$ cat src/rtl/alu_issue_ctrl_pkg.sv
// rtl/alu_issue_ctrl_pkg.sv - shared ALU op codes, dispatch masks and controller state encoding
package alu_issue_ctrl_pkg;

  localparam int OP_WIDTH = 4;

  localparam logic [OP_WIDTH-1:0] OP_ADD    = 4'd0;
  localparam logic [OP_WIDTH-1:0] OP_SUB    = 4'd1;
  localparam logic [OP_WIDTH-1:0] OP_AND    = 4'd2;
  localparam logic [OP_WIDTH-1:0] OP_OR     = 4'd3;
  localparam logic [OP_WIDTH-1:0] OP_XOR    = 4'd4;
  localparam logic [OP_WIDTH-1:0] OP_SLL    = 4'd5;
  localparam logic [OP_WIDTH-1:0] OP_SRL    = 4'd6;
  localparam logic [OP_WIDTH-1:0] OP_MUL    = 4'd7;
  localparam logic [OP_WIDTH-1:0] OP_MULH   = 4'd9;
  localparam logic [OP_WIDTH-1:0] OP_MULHU  = 4'd10;
  localparam logic [OP_WIDTH-1:0] OP_MULHSU = 4'd11;

  localparam logic [15:0] SYNC_OP_MASK_DEFAULT  = 16'h0E80;
  localparam logic [15:0] ASYNC_OP_MASK_DEFAULT = 16'h007F;

  localparam logic [2:0] ST_IDLE       = 3'd0;
  localparam logic [2:0] ST_EXEC_ASYNC = 3'd1;
  localparam logic [2:0] ST_ISSUE      = 3'd2;
  localparam logic [2:0] ST_WAIT       = 3'd3;
  localparam logic [2:0] ST_RESP       = 3'd4;

endpackage

$ cat src/rtl/alu_issue_ctrl.sv
// rtl/alu_issue_ctrl.sv - ALU operand/trigger initiator between the execute request stream and the ALU
module alu_issue_ctrl
  import alu_issue_ctrl_pkg::*;
#(
  parameter int                    OP_WIDTH       = alu_issue_ctrl_pkg::OP_WIDTH,
  parameter logic [2**OP_WIDTH-1:0] SYNC_OP_MASK  = SYNC_OP_MASK_DEFAULT,
  parameter logic [2**OP_WIDTH-1:0] ASYNC_OP_MASK = ASYNC_OP_MASK_DEFAULT,
  parameter int                    TIMEOUT_CYCLES = 64
) (
  input  logic                clock,
  input  logic                reset,
  input  logic                req_valid,
  output logic                req_ready,
  input  logic [OP_WIDTH-1:0] req_op,
  input  logic [31:0]         req_a,
  input  logic [31:0]         req_b,
  input  logic [4:0]          req_rd,
  output logic [OP_WIDTH-1:0] alu_operation,
  output logic [31:0]         alu_in1,
  output logic [31:0]         alu_in2,
  output logic                alu_trigger_sync,
  input  logic                alu_busy,
  input  logic                alu_result_ready,
  input  logic [31:0]         alu_out_sync,
  input  logic [31:0]         alu_out_async,
  output logic                resp_valid,
  input  logic                resp_ready,
  output logic [31:0]         resp_data,
  output logic [4:0]          resp_rd,
  output logic                resp_error
);

  localparam int CNT_W = (TIMEOUT_CYCLES > 1) ? $clog2(TIMEOUT_CYCLES) : 1;
  localparam logic [CNT_W-1:0] CNT_LAST = CNT_W'(TIMEOUT_CYCLES - 1);

  logic [2:0]          state_q, state_d;
  logic [OP_WIDTH-1:0] op_q, op_d;
  logic [31:0]         a_q, a_d;
  logic [31:0]         b_q, b_d;
  logic [4:0]          rd_q, rd_d;
  logic [31:0]         data_q, data_d;
  logic                err_q, err_d;
  logic [CNT_W-1:0]    cnt_q, cnt_d;
  logic                trigger;
  logic                timeout;

  assign timeout = (cnt_q == CNT_LAST);

  always_comb begin
    state_d = state_q;
    op_d    = op_q;
    a_d     = a_q;
    b_d     = b_q;
    rd_d    = rd_q;
    data_d  = data_q;
    err_d   = err_q;
    cnt_d   = cnt_q;
    trigger = 1'b0;
    case (state_q)
      ST_IDLE: begin
        if (req_valid) begin
          op_d   = req_op;
          a_d    = req_a;
          b_d    = req_b;
          rd_d   = req_rd;
          data_d = '0;
          err_d  = 1'b0;
          cnt_d  = '0;
          if (ASYNC_OP_MASK[req_op]) begin
            state_d = ST_EXEC_ASYNC;
          end else if (SYNC_OP_MASK[req_op]) begin
            state_d = ST_ISSUE;
          end else begin
            state_d = ST_RESP;
            err_d   = 1'b1;
          end
        end
      end
      ST_EXEC_ASYNC: begin
        data_d  = alu_out_async;
        state_d = ST_RESP;
      end
      // Timeout wins over a late trigger so an abandoned op never starts the ALU.
      ST_ISSUE: begin
        if (timeout) begin
          err_d   = 1'b1;
          data_d  = '0;
          state_d = ST_RESP;
        end else begin
          cnt_d = cnt_q + CNT_W'(1);
          if (!alu_busy) begin
            trigger = 1'b1;
            state_d = ST_WAIT;
          end
        end
      end
      ST_WAIT: begin
        if (alu_result_ready) begin
          data_d  = alu_out_sync;
          state_d = ST_RESP;
        end else if (timeout) begin
          err_d   = 1'b1;
          data_d  = '0;
          state_d = ST_RESP;
        end else begin
          cnt_d = cnt_q + CNT_W'(1);
        end
      end
      ST_RESP: begin
        if (resp_ready) state_d = ST_IDLE;
      end
      default: state_d = ST_IDLE;
    endcase
  end

  always_ff @(posedge clock) begin
    if (reset) begin
      state_q <= ST_IDLE;
      op_q    <= '0;
      a_q     <= '0;
      b_q     <= '0;
      rd_q    <= '0;
      data_q  <= '0;
      err_q   <= 1'b0;
      cnt_q   <= '0;
    end else begin
      state_q <= state_d;
      op_q    <= op_d;
      a_q     <= a_d;
      b_q     <= b_d;
      rd_q    <= rd_d;
      data_q  <= data_d;
      err_q   <= err_d;
      cnt_q   <= cnt_d;
    end
  end

  assign req_ready        = (state_q == ST_IDLE);
  assign resp_valid       = (state_q == ST_RESP);
  assign resp_data        = data_q;
  assign resp_rd          = rd_q;
  assign resp_error       = err_q;
  assign alu_operation    = op_q;
  assign alu_in1          = a_q;
  assign alu_in2          = b_q;
  assign alu_trigger_sync = trigger;

endmodule

$ cat config.mk
export PLATFORM = sky130hd
export DESIGN_NAME = alu_issue_ctrl
export DESIGN_NICKNAME = d
export VERILOG_FILES = /design/src/rtl/alu_issue_ctrl_pkg.sv /design/src/rtl/alu_issue_ctrl.sv
export SDC_FILE = /design/constraint.sdc
export NUM_CORES = 1
export LEC_CHECK = 0
export CORE_UTILIZATION = 25
export DETAILED_ROUTE_END_ITERATION = 10
export GPL_TIMING_DRIVEN = 0
export PLACE_DENSITY = 0.54
export SLEW_MARGIN = 20
export SYNTH_ARGS = -nofsm -noshare
export SYNTH_HDL_FRONTEND = slang
export SYNTH_SLANG_ARGS = --single-unit
$ cat constraint.sdc
create_clock -name clock -period 1.8 [get_ports clock]
set_input_delay 0.18 -clock clock [delete_from_list [all_inputs] [get_ports clock]]
set_output_delay 0.18 -clock clock [all_outputs]
set_load 0.01 [all_outputs]
== Word-level counts from Yosys, hierarchy flattened ==
Memories as Yosys holds them, arrays and structs flattened.
Index checks and enable logic that the tools add are counted.
W data, S select, Z words.
Operators by class
  add/sub/neg operators: 1
  magnitude comparators: 1
  equal/unequal tests: 10
  muxes and demuxes: 28
  reductions and logical operators: 7
Operators with widths (number)
  $pmux W32 S4: 1
  $mux W32: 3
  $mux W3: 8
  $mux W6: 3
  $pmux W6 S3: 1
  $pmux W3 S5: 1
  $mux W1: 10
  $add A6 B1 Y6 const B: 1
  $eq A3 B2 Y1 const B: 2
  $eq A6 B6 Y1 const B: 1
  $ne A3 B3 Y1 const B: 2
  $lt A4 B5 Y1 const B: 1
  $ne A2 B2 Y1 const B: 2
  $reduce_and A2 Y1: 2
  $reduce_and A4 Y1: 1
  $reduce_bool A4 Y1: 1
  $eq A3 B1 Y1 const B: 1
  $eq A3 B3 Y1 const B: 1
  $logic_not A3 Y1: 1
  $pmux W1 S3: 1
  $reduce_and A3 Y1: 1
  $reduce_bool A3 Y1: 1
  $ne A2 B1 Y1 const B: 1
Word-level totals
  flip-flop bits (word level): 115
  bits in read-only memories: 32
  input bits: 143
  output and inout bits: 109
  logic and storage cells: 57
  memories kept: 2
Memories
  (no name shown): words 16, width 1, read ports 1, clocked after memory_dff 0, wr ports 0, RTL line alu_issue_ctrl.sv:71  | end else if (SYNC_OP_MASK[req_op]) begin
  (no name shown): words 16, width 1, read ports 1, clocked after memory_dff 0, wr ports 0, RTL line alu_issue_ctrl.sv:69  | if (ASYNC_OP_MASK[req_op]) begin

== Depth between registers and ports, before layout ==
  word-level depth: 6
  mapped depth: 7
  depth with buffers taken out: 5

== Worst setup path before layout ==
Ideal clock, no wire load.
  kind: reg2reg
  from: reg cnt_q[0]
  to: reg data_q[11] (netlist: resp_data[11])
  setup time: 0.070 ns
  arrival: 1.466 ns
  required time: 1.730 ns
  path slack: 0.264 ns
  stages on the path, launching flop included: 7
  buffers on the path: 1
  period minus slack after synthesis: 1.536 ns
  cell sequence: dfxtp_1 > ha_1 > and2_1 > a221oi_2 > clkbuf_1 > o21ai_0 > a21oi_1
On the way
  longest elaborated chain between the ends: 4
Ends and longest elaborated chain
  start: declaration: RTL line alu_issue_ctrl.sv:43  | logic [CNT_W-1:0] cnt_q, cnt_d;
  start signal: assignment: RTL line alu_issue_ctrl.sv:134  | cnt_q <= cnt_d;
  $eq A6 B6 Y1 *: RTL line alu_issue_ctrl.sv:47  | assign timeout = (cnt_q == CNT_LAST);
  $mux W32 *
  $mux W32
  $pmux W32 S4 *
  end signal: assignment: RTL line alu_issue_ctrl.sv:132  | data_q <= data_d;
  end: declaration: RTL line alu_issue_ctrl.sv:41  | logic [31:0] data_q, data_d;
Every way passes the cells marked *; elsewhere a longest branch is shown, timed or not.
A chain may end at the register's enable or synchronous reset.

== Final worst setup path ==
  from: reg state_q[2]
  to: reg data_q[14] (netlist: resp_data[14])
On the way
  longest elaborated chain between the ends: 3
  elaborated cells on any way between the ends: 8
  those cells by class: eq/ne: 4; mux: 1; reduce/logical: 3
Ends and longest elaborated chain
  start: declaration: RTL line alu_issue_ctrl.sv:36  | logic [2:0] state_q, state_d;
  start signal: assignment: RTL line alu_issue_ctrl.sv:127  | state_q <= state_d;
  $eq A3 B2 Y1, or another cell as far along: RTL line alu_issue_ctrl.sv:59  | case (state_q)
  $reduce_bool A4 Y1 (no line) / $ne A2 B2 Y1 (equally long branches)
  $reduce_and A2 Y1 (no line)
Several ways; a longest one is shown, not always the timed one.

==> impl_results.md <==
- Yosys reg bits: 115
- Endpoints failing setup: 0
- # DRC: 0
- CP startpoint kind: flop
- Final period util: 0.940
- Register area share after synthesis: 0.520
- Commonest non-fill, non-tap cell in the layout: clkdlybuf4s50_1
- ANT nets after route: 0
- # diodes: 0
- CP endpoint kind: flop
- Wire per inst: 14.8 um
- Maximum vdd ir drop: 0.672 mV
- Synth Area in Compound Gates: 0.260
- Syn avg cell area: 8.09 um^2
- I/O pin count: 252
- Multi-input logic area: 0.00194 mm^2
- Xor and xnor area share after synthesis: 0
- Hold Fails Final Rpt: 0
- Worst Hold Class: input pin to flop
- Worst-margin pin slew: 0.643 ns
- # rows: 48
- Slew margin rel.: 0.571
- RSZ-0062 raised after global routing: yes
- Total Wirelength: 15.7 mm
- Die ar.: 0.0182 mm^2
- Clock Tree Root: clkbuf_16
- Largest family of logic cells by synthesized area: compound AO/OA/AOI/OAI gates
- Worst setup path start: state_q[2]
- GRT overflow: 0
- Total number of vias: 4868
- Num Clock Sinks: 115
- Global-route wire length before repair: 24.0 mm
- PortBufs: 250
- CTS clk-pin slew, worst paths: 0.06 ns
- Layout Area Growth over Synthesis: 80.1%
- Largest net degree at the start of global routing: 17
- Fmax: 591 MHz
- Pwr Total: 0.00851 W
- Adder-Cell Fraction of Synth Area: 0.00283
- Fillcell total: 1692
- Worst-case clock buffer depth: 2
- DPL Wire Length: 11.7 mm
- Die Height: 135 um
- Post-Synth Simple-Gate Area: 0.168
- Initial DRC Count: 128
- Post-Syn Area: 0.00443 mm^2
- Pwr/cell area: 1070 mW/mm^2
- Share of cells above drive strength 1: 0.0780
- # H-tree levels: 4
- R2r startpoint: state_q[2]
- WS Path Type: flop to flop
- Drt pass-1 iters: 4
- Fin cells: 1058
- Worst Clk Skew: 0.00610 ns
- Die span in x: 135 um
- Critical Path Fanout Max: 10
- GRT Util Overall: 0.168
- Fin Setup TNS: 0 ns
- Number of max-cap violations: 0
- Initial antenna violation count: 0
- Syn_nets: 691
- Mux share of post-synthesis cell area: 0.00226
- Distinct cell type count after synthesis: 35
- WP data required: 2.07 ns
- Final Max Tran Viols: 0
- Status: completed
- Clock Latency Late Sink: 0.41 ns
- P_leak: 2.90 nW
- Critical hold path startpoint: req_a[8]
- # nets final: 964
- Final RePlAce weighted congestion: 0.804
- Yosys warns: 0
- Vias/cell: 4.60
- Vias in the first global route: 4795
- TritonCTS clock tree: done
- Post-CTS Hold Buffers: 0
- Hold Slack: 0.315 ns
- Fin crit period: 1.69 ns
- Post-Syn Instances: 547
- FF+latch area: 0.00230 mm^2
- Initial core utilization: 0.256
- TritonCTS buffer count: 17
- Inst Count DP: 1022
- Core area: 0.0173 mm^2
- Arr. time, crit path: 1.96 ns
- Most frequent cells in the layout: clkdlybuf4s50_1, nand2_1, dfxtp_1, a21oi_1, a22oi_1
cell usage after synthesis (all sizes together):
cell,number,area [um^2]
nor3,7,40.0
ha,1,12.5
or3,2,12.5
o31ai,1,7.51
nor2,4,15.0
nand2,153,574
nor2b,1,6.26
dfxtp,115,2300
nand3,3,15.0
a21o,1,7.51
and2b,2,15.0
o22ai,1,6.26
a211oi,5,37.5
and2,3,18.8
nor3b,2,15.0
o22a,3,26.3
buf,20,105
mux2i,1,10.0
a221oi,1,15.0
a22oi,33,248
inv,2,7.51
nand2b,2,12.5
clkbuf,25,93.8
a311oi,1,8.76
a31oi,3,18.8
o221a,1,11.3
o21bai,1,11.3
a21oi,113,569
o21ai,37,185
and3,2,12.5
or2,1,6.26
where the power goes:
| group | switching [W] | internal (W) |
|---|---|---|
| clock network | 0.00115 | 0.00277 |
| registers | 0.000110 | 0.00276 |
| logic | 0.000821 | 0.000895 |
| total | 0.00208 | 0.00643 |
worst max-delay path, cell delays in order, from the launching register on:
cell and delay (ns):
dfxtp_1 0.30, clkbuf_4 0.19, and2b_1 0.21, and3_1 0.17, buf_2 0.16, buf_2 0.19
a22oi_1 0.24, a21oi_1 0.10
state kept, by name, indices dropped and copies added, names as in the netlist:
signal         flops
alu_in1           32
alu_in2           32
resp_data         32
cnt_q              6
resp_rd            5
alu_operation      4
state_q            3
resp_error         1
worst paths after layout:
path,to,slack (ns),cells after the start
worst min register to register,alu_operation[1],0.45,2
worst max register to register,resp_data[14],0.11,7
worst max-delay path,resp_data[14],0.11,7
worst min-delay path,alu_in1[8],0.31,3
stage by stage:
stage,cell area (um^2),setup WS [ns],utilization
5_1_grt,7970,-0.00366,0.461
2_1_floorplan,4430,0.264,-
3_5_place_dp,7210,-0.158,0.417
6_report,7970,0.109,0.461
4_1_cts,7900,0.00358,0.457
3_3_place_gp,7210,-0.153,0.417
cell families (layout without fill, tap and decap cells):
family                     count (synthesis)  count (layout)
DFF                                      115             115
buffers and inverters                     47             333
and+or+nand+nor                          182             182
adders and majority gates                  1               1
AOI/OAI and AO/OA                        201             201
muxes                                      1               1
per-layer routing:
layer,share of wire,track usage,vias to the layer above
li1,-,-,2441
met3,0.079,0.0612,13
met4,0.013,0.0587,0
met1,0.42,0.190,2248
met5,0,0,-
met2,0.49,0.291,166
area by class of cell:
class,count,area share
Tap cell,225,0.0353
Clock inverter,10,0.0286
Inverter,2,0.000942
Sequential cell,115,0.289
Timing Repair Buffer,255,0.318
Buffer,44,0.0284
Multi-Input combinational cell,385,0.243
Clock buffer,22,0.0570
timing repair:
item,in CTS,in global routing
pin swaps,0,2
gates cloned,0,1
setup endpoints to repair,41,37
buffers inserted,0,4
gates resized for setup,12,19
Note: power is estimated with default switching activity, not from simulation.
==> RTL change 1 (config.mk and constraints unchanged) <==
Set the package constant `OP_WIDTH` to 5 (it was 4).
--- a/src/rtl/alu_issue_ctrl_pkg.sv
+++ b/src/rtl/alu_issue_ctrl_pkg.sv
@@ -1,7 +1,7 @@
 // rtl/alu_issue_ctrl_pkg.sv - shared ALU op codes, dispatch masks and controller state encoding
 package alu_issue_ctrl_pkg;
 
-  localparam int OP_WIDTH = 4;
+  localparam int OP_WIDTH = 5;
 
   localparam logic [OP_WIDTH-1:0] OP_ADD    = 4'd0;
   localparam logic [OP_WIDTH-1:0] OP_SUB    = 4'd1;
Interface: changed (resized alu_operation and req_op); port bits go from 252 to 254. The function was not compared with the original's and may differ.
==> RTL change 1 against the unedited design <==
  * Routed wire length up 0.44%
  * Critical path depth decreased by 1
  * Global-route usage grew 0.27 points
  * Cell area fell by 1.0%
  * Sequential cell count rose by 1
  * Worst setup slack worse by 32 ps
  * Non-clock buffer count decreased by 5
  * Power decreased by 12%
  * Clock power down 11%
  * Area after synthesis rose by 0.57%
  * Count of clock-buffer cells in the layout unchanged
  * Largest cell class unchanged
  * Highest routed layer unchanged
==> RTL change 1: results <==
set metrics [dict create \
    path_delay_family "flip-flops" \
    place_area_sq_um 7270 \
    met3_usage 0.0767 \
    dp_hpwl_um 12200 \
    max_slew_margin 0.490 \
    leakage_uw 0.00286 \
    cts_buffer_depth 2 \
    final_cells 1051 \
    post-route-util 0.455 \
    area_share_clock_buf_inv 0.0774 \
    dpl.cell_count 1020 \
    buffers_excl_clock 294 \
    clk_pin_slew_worst_paths_ps 50 \
    dieArea_sq_um 18300 \
    first_iter_violations 194 \
    syn_nets 687 \
    p_sw_frac 0.238 \
    grt_pass1_vias 4715 \
    pwr-share-comb 0.161 \
    multi_input_area_share 0.246 \
    grt_usage 0.171 \
    p_seq_uw 2790 \
    io_buffer_count 253 \
    critPathArrivalTime_ps 2000 \
    bufAreaShareNonClock 0.345 \
    ys_types 43 \
    power_frac_clock 0.465 \
    cpPeakStageDelay_ps 480 \
    vdd_drop_max_mv 0.608 \
    skew_ps 12.3 \
    fillCellCount 1625 \
    dp_slack_ps -321 \
    synthTopCellsByCount "nand2_1, dfxtp_1, a21oi_1, a22oi_1, o21ai_0" \
    synth_compound_area_frac 0.252 \
    cts.sinks 116 \
    vias_per_cell 4.66 \
    gr-usage-met2 0.280 \
    synthMuxAreaShare 0.00478 \
    seq_area_frac_synth 0.522 \
    grt_pass1_wl_um 24100 \
    avgRoutedWirePerCell_um 15.0 \
    synthAdderAreaFrac 0.00281 \
    seq_share 0.294 \
    outcome "finished clean" \
    grtUsageMet1 0.196 \
    comb.multi_input.count 383 \
    gp_congestion 0.828 \
]
## RTL change 1: cell types whose count changed after synthesis, moves of 3 or more
cell / before / now
clkbuf_1: 25 / 19
o22a_1: 3 / 0
a211oi_1: 5 / 1
o21ai_1: 11 / 4
nor2_1: 4 / 9
a31oi_1: 3 / 0
o21ai_0: 26 / 31
## RTL change 1: worst paths after layout
kind                       startpoint                          to  slack [ps]  cells past startpoint
max           state_q[1]$_SDFFE_PP0P_  resp_data[24]$_SDFFE_PP0P_          80                      6
min                          req_b[5]     alu_in2[5]$_SDFFE_PP0P_         320                      3
max reg2reg   state_q[1]$_SDFFE_PP0P_  resp_data[24]$_SDFFE_PP0P_          80                      6
min reg2reg  alu_in2[13]$_SDFFE_PP0P_    alu_in2[13]$_SDFFE_PP0P_         450                      2
## RTL change 1: layer usage
metal | wire, um | share of wire
met5 | 0 | 0
met4 | 296 | 0.019
met1 | 6570 | 0.42
met3 | 1580 | 0.10
met2 | 7300 | 0.46
==> RTL change 2 (same flow settings) <==
Made on the original files. Put a register stage on the output `alu_trigger_sync`, without a reset. The value now appears one clock later. The other outputs are not delayed to match.
--- a/src/rtl/alu_issue_ctrl.sv
+++ b/src/rtl/alu_issue_ctrl.sv
@@ -143,7 +143,9 @@
   assign alu_operation    = op_q;
   assign alu_in1          = a_q;
   assign alu_in2          = b_q;
-  assign alu_trigger_sync = trigger;
+  always_ff @(posedge clock) begin
+    alu_trigger_sync <= trigger;
+  end
 
 endmodule
 
Function: changed (a bounded check fails within 4 cycles, from zero or initial values and one cycle with reset high).
==> RTL change 2 against the unedited design <==
  * Cell area down 0.64%
  * Sequential cell count increased by 1
  * Worst setup slack gained 8.6 ps
  * Power decreased by 9.4%
  * Area after synthesis grew 1.3%
  * Routed wire length increased by 0.20%
  * Global-route usage shrank 0.080 points
  * Critical endpoint is now resp_data[3]$_SDFFE_PP0P_
==> RTL change 2: results <==
set metrics [dict create \
    vias_per_cell 4.61 \
    comb.multi_input.count 375 \
    synth-seq-cells 116 \
    grt_pass1_wl_um 23800 \
    seq_share 0.293 \
    max_slew_margin 0.549 \
    met3_usage 0.0485 \
    fillCellCount 1716 \
    multiInputGateArea_sq_um 1920 \
    skew_ps 6.78 \
    place_area_sq_um 7270 \
    nets 954 \
    synth_area_leaders "dfxtp_1, nand2_1, a21oi_1, a22oi_1, o21ai_0" \
    hold_start "reset" \
    first_iter_violations 158 \
    avgRoutedWirePerCell_um 15.0 \
    critPathLaunch "cnt_q[0]$_SDFFE_PP0P_" \
    area_share_clock_buf_inv 0.0771 \
    drive_gt1_frac 0.0875 \
    buffers_excl_clock 297 \
    netlist_area_sq_um 4480 \
    leakage_uw 0.00284 \
    gr-usage-met2 0.285 \
    inv_count 3 \
    outcome "finished clean" \
    first_pass_iters 5 \
    bufAreaShareNonClock 0.351 \
    grt_usage 0.167 \
    vdd_drop_max_mv 0.633 \
    ys_types 39 \
    seq_area_frac_synth 0.518 \
    dp_hpwl_um 11900 \
    grt_pass1_vias 4679 \
    syn_nets 683 \
]
[RTL change 2: final timing paths]
check | endpoint | slack, ps | cells past startpoint
max reg2reg | resp_data[3]$_SDFFE_PP0P_ | 120 | 7
min reg2reg | alu_in2[7]$_SDFFE_PP0P_ | 450 | 2
max | resp_data[3]$_SDFFE_PP0P_ | 120 | 7
min | state_q[0]$_SDFFE_PP0P_ | 260 | 3
[RTL change 2: what timing repair did]
action | CTS | global route
endpoints found under the setup margin | 10 | 87
pin swaps | 1 | 2
buffers inserted | 1 | 1
gates resized for setup | 5 | 18
[RTL change 2: report_power, final]
group / internal, uW / switching [uW] / leakage [uW]
Combinational: 782 / 665 / 0.00160
Clock: 2250 / 1190 / 0.000292
Sequential: 2750 / 85.3 / 0.000948
[RTL change 2: routing by layer]
layer  routed length, um  vias up
li1                    -     2402
met1                6590     2241
met2                7650      168
met3                1150       20
met4                 304        0
met5                   0        -
[RTL change 2: cell families after synthesis]
logic type	Yosys count	synth area share
muxes	2	0.00474
buffers and inverters	48	0.0558
adders and majority gates	1	0.00279
and+or+nand+nor	176	0.163
DFF	116	0.518
AOI/OAI and AO/OA	196	0.256
[RTL change 2: worst max-delay path: stages (launching register included)]
cell and delay (ps):
dfxtp_1 320, ha_1 220, and2_2 250, a221oi_4 230
buf_6 160, buf_4 160, o21ai_0 90, a21oi_1 170
[RTL change 2: per-stage QoR]
stage / total power [uW] / instances / setup slack (ps) / TNS (ps) / util
6_report: 7710 / 1048 / 117 / 0 / 0.455
5_1_grt: 8070 / 1048 / -7.78 / -7.78 / 0.455
4_1_cts: 7820 / 1047 / 19.5 / 0 / 0.453
3_5_place_dp: 4330 / 1014 / -123 / -4080 / 0.417
3_3_place_gp: 4310 / 1014 / -52.8 / -2130 / 0.417
2_1_floorplan: 3490 / 539 / 283 / 0 / -
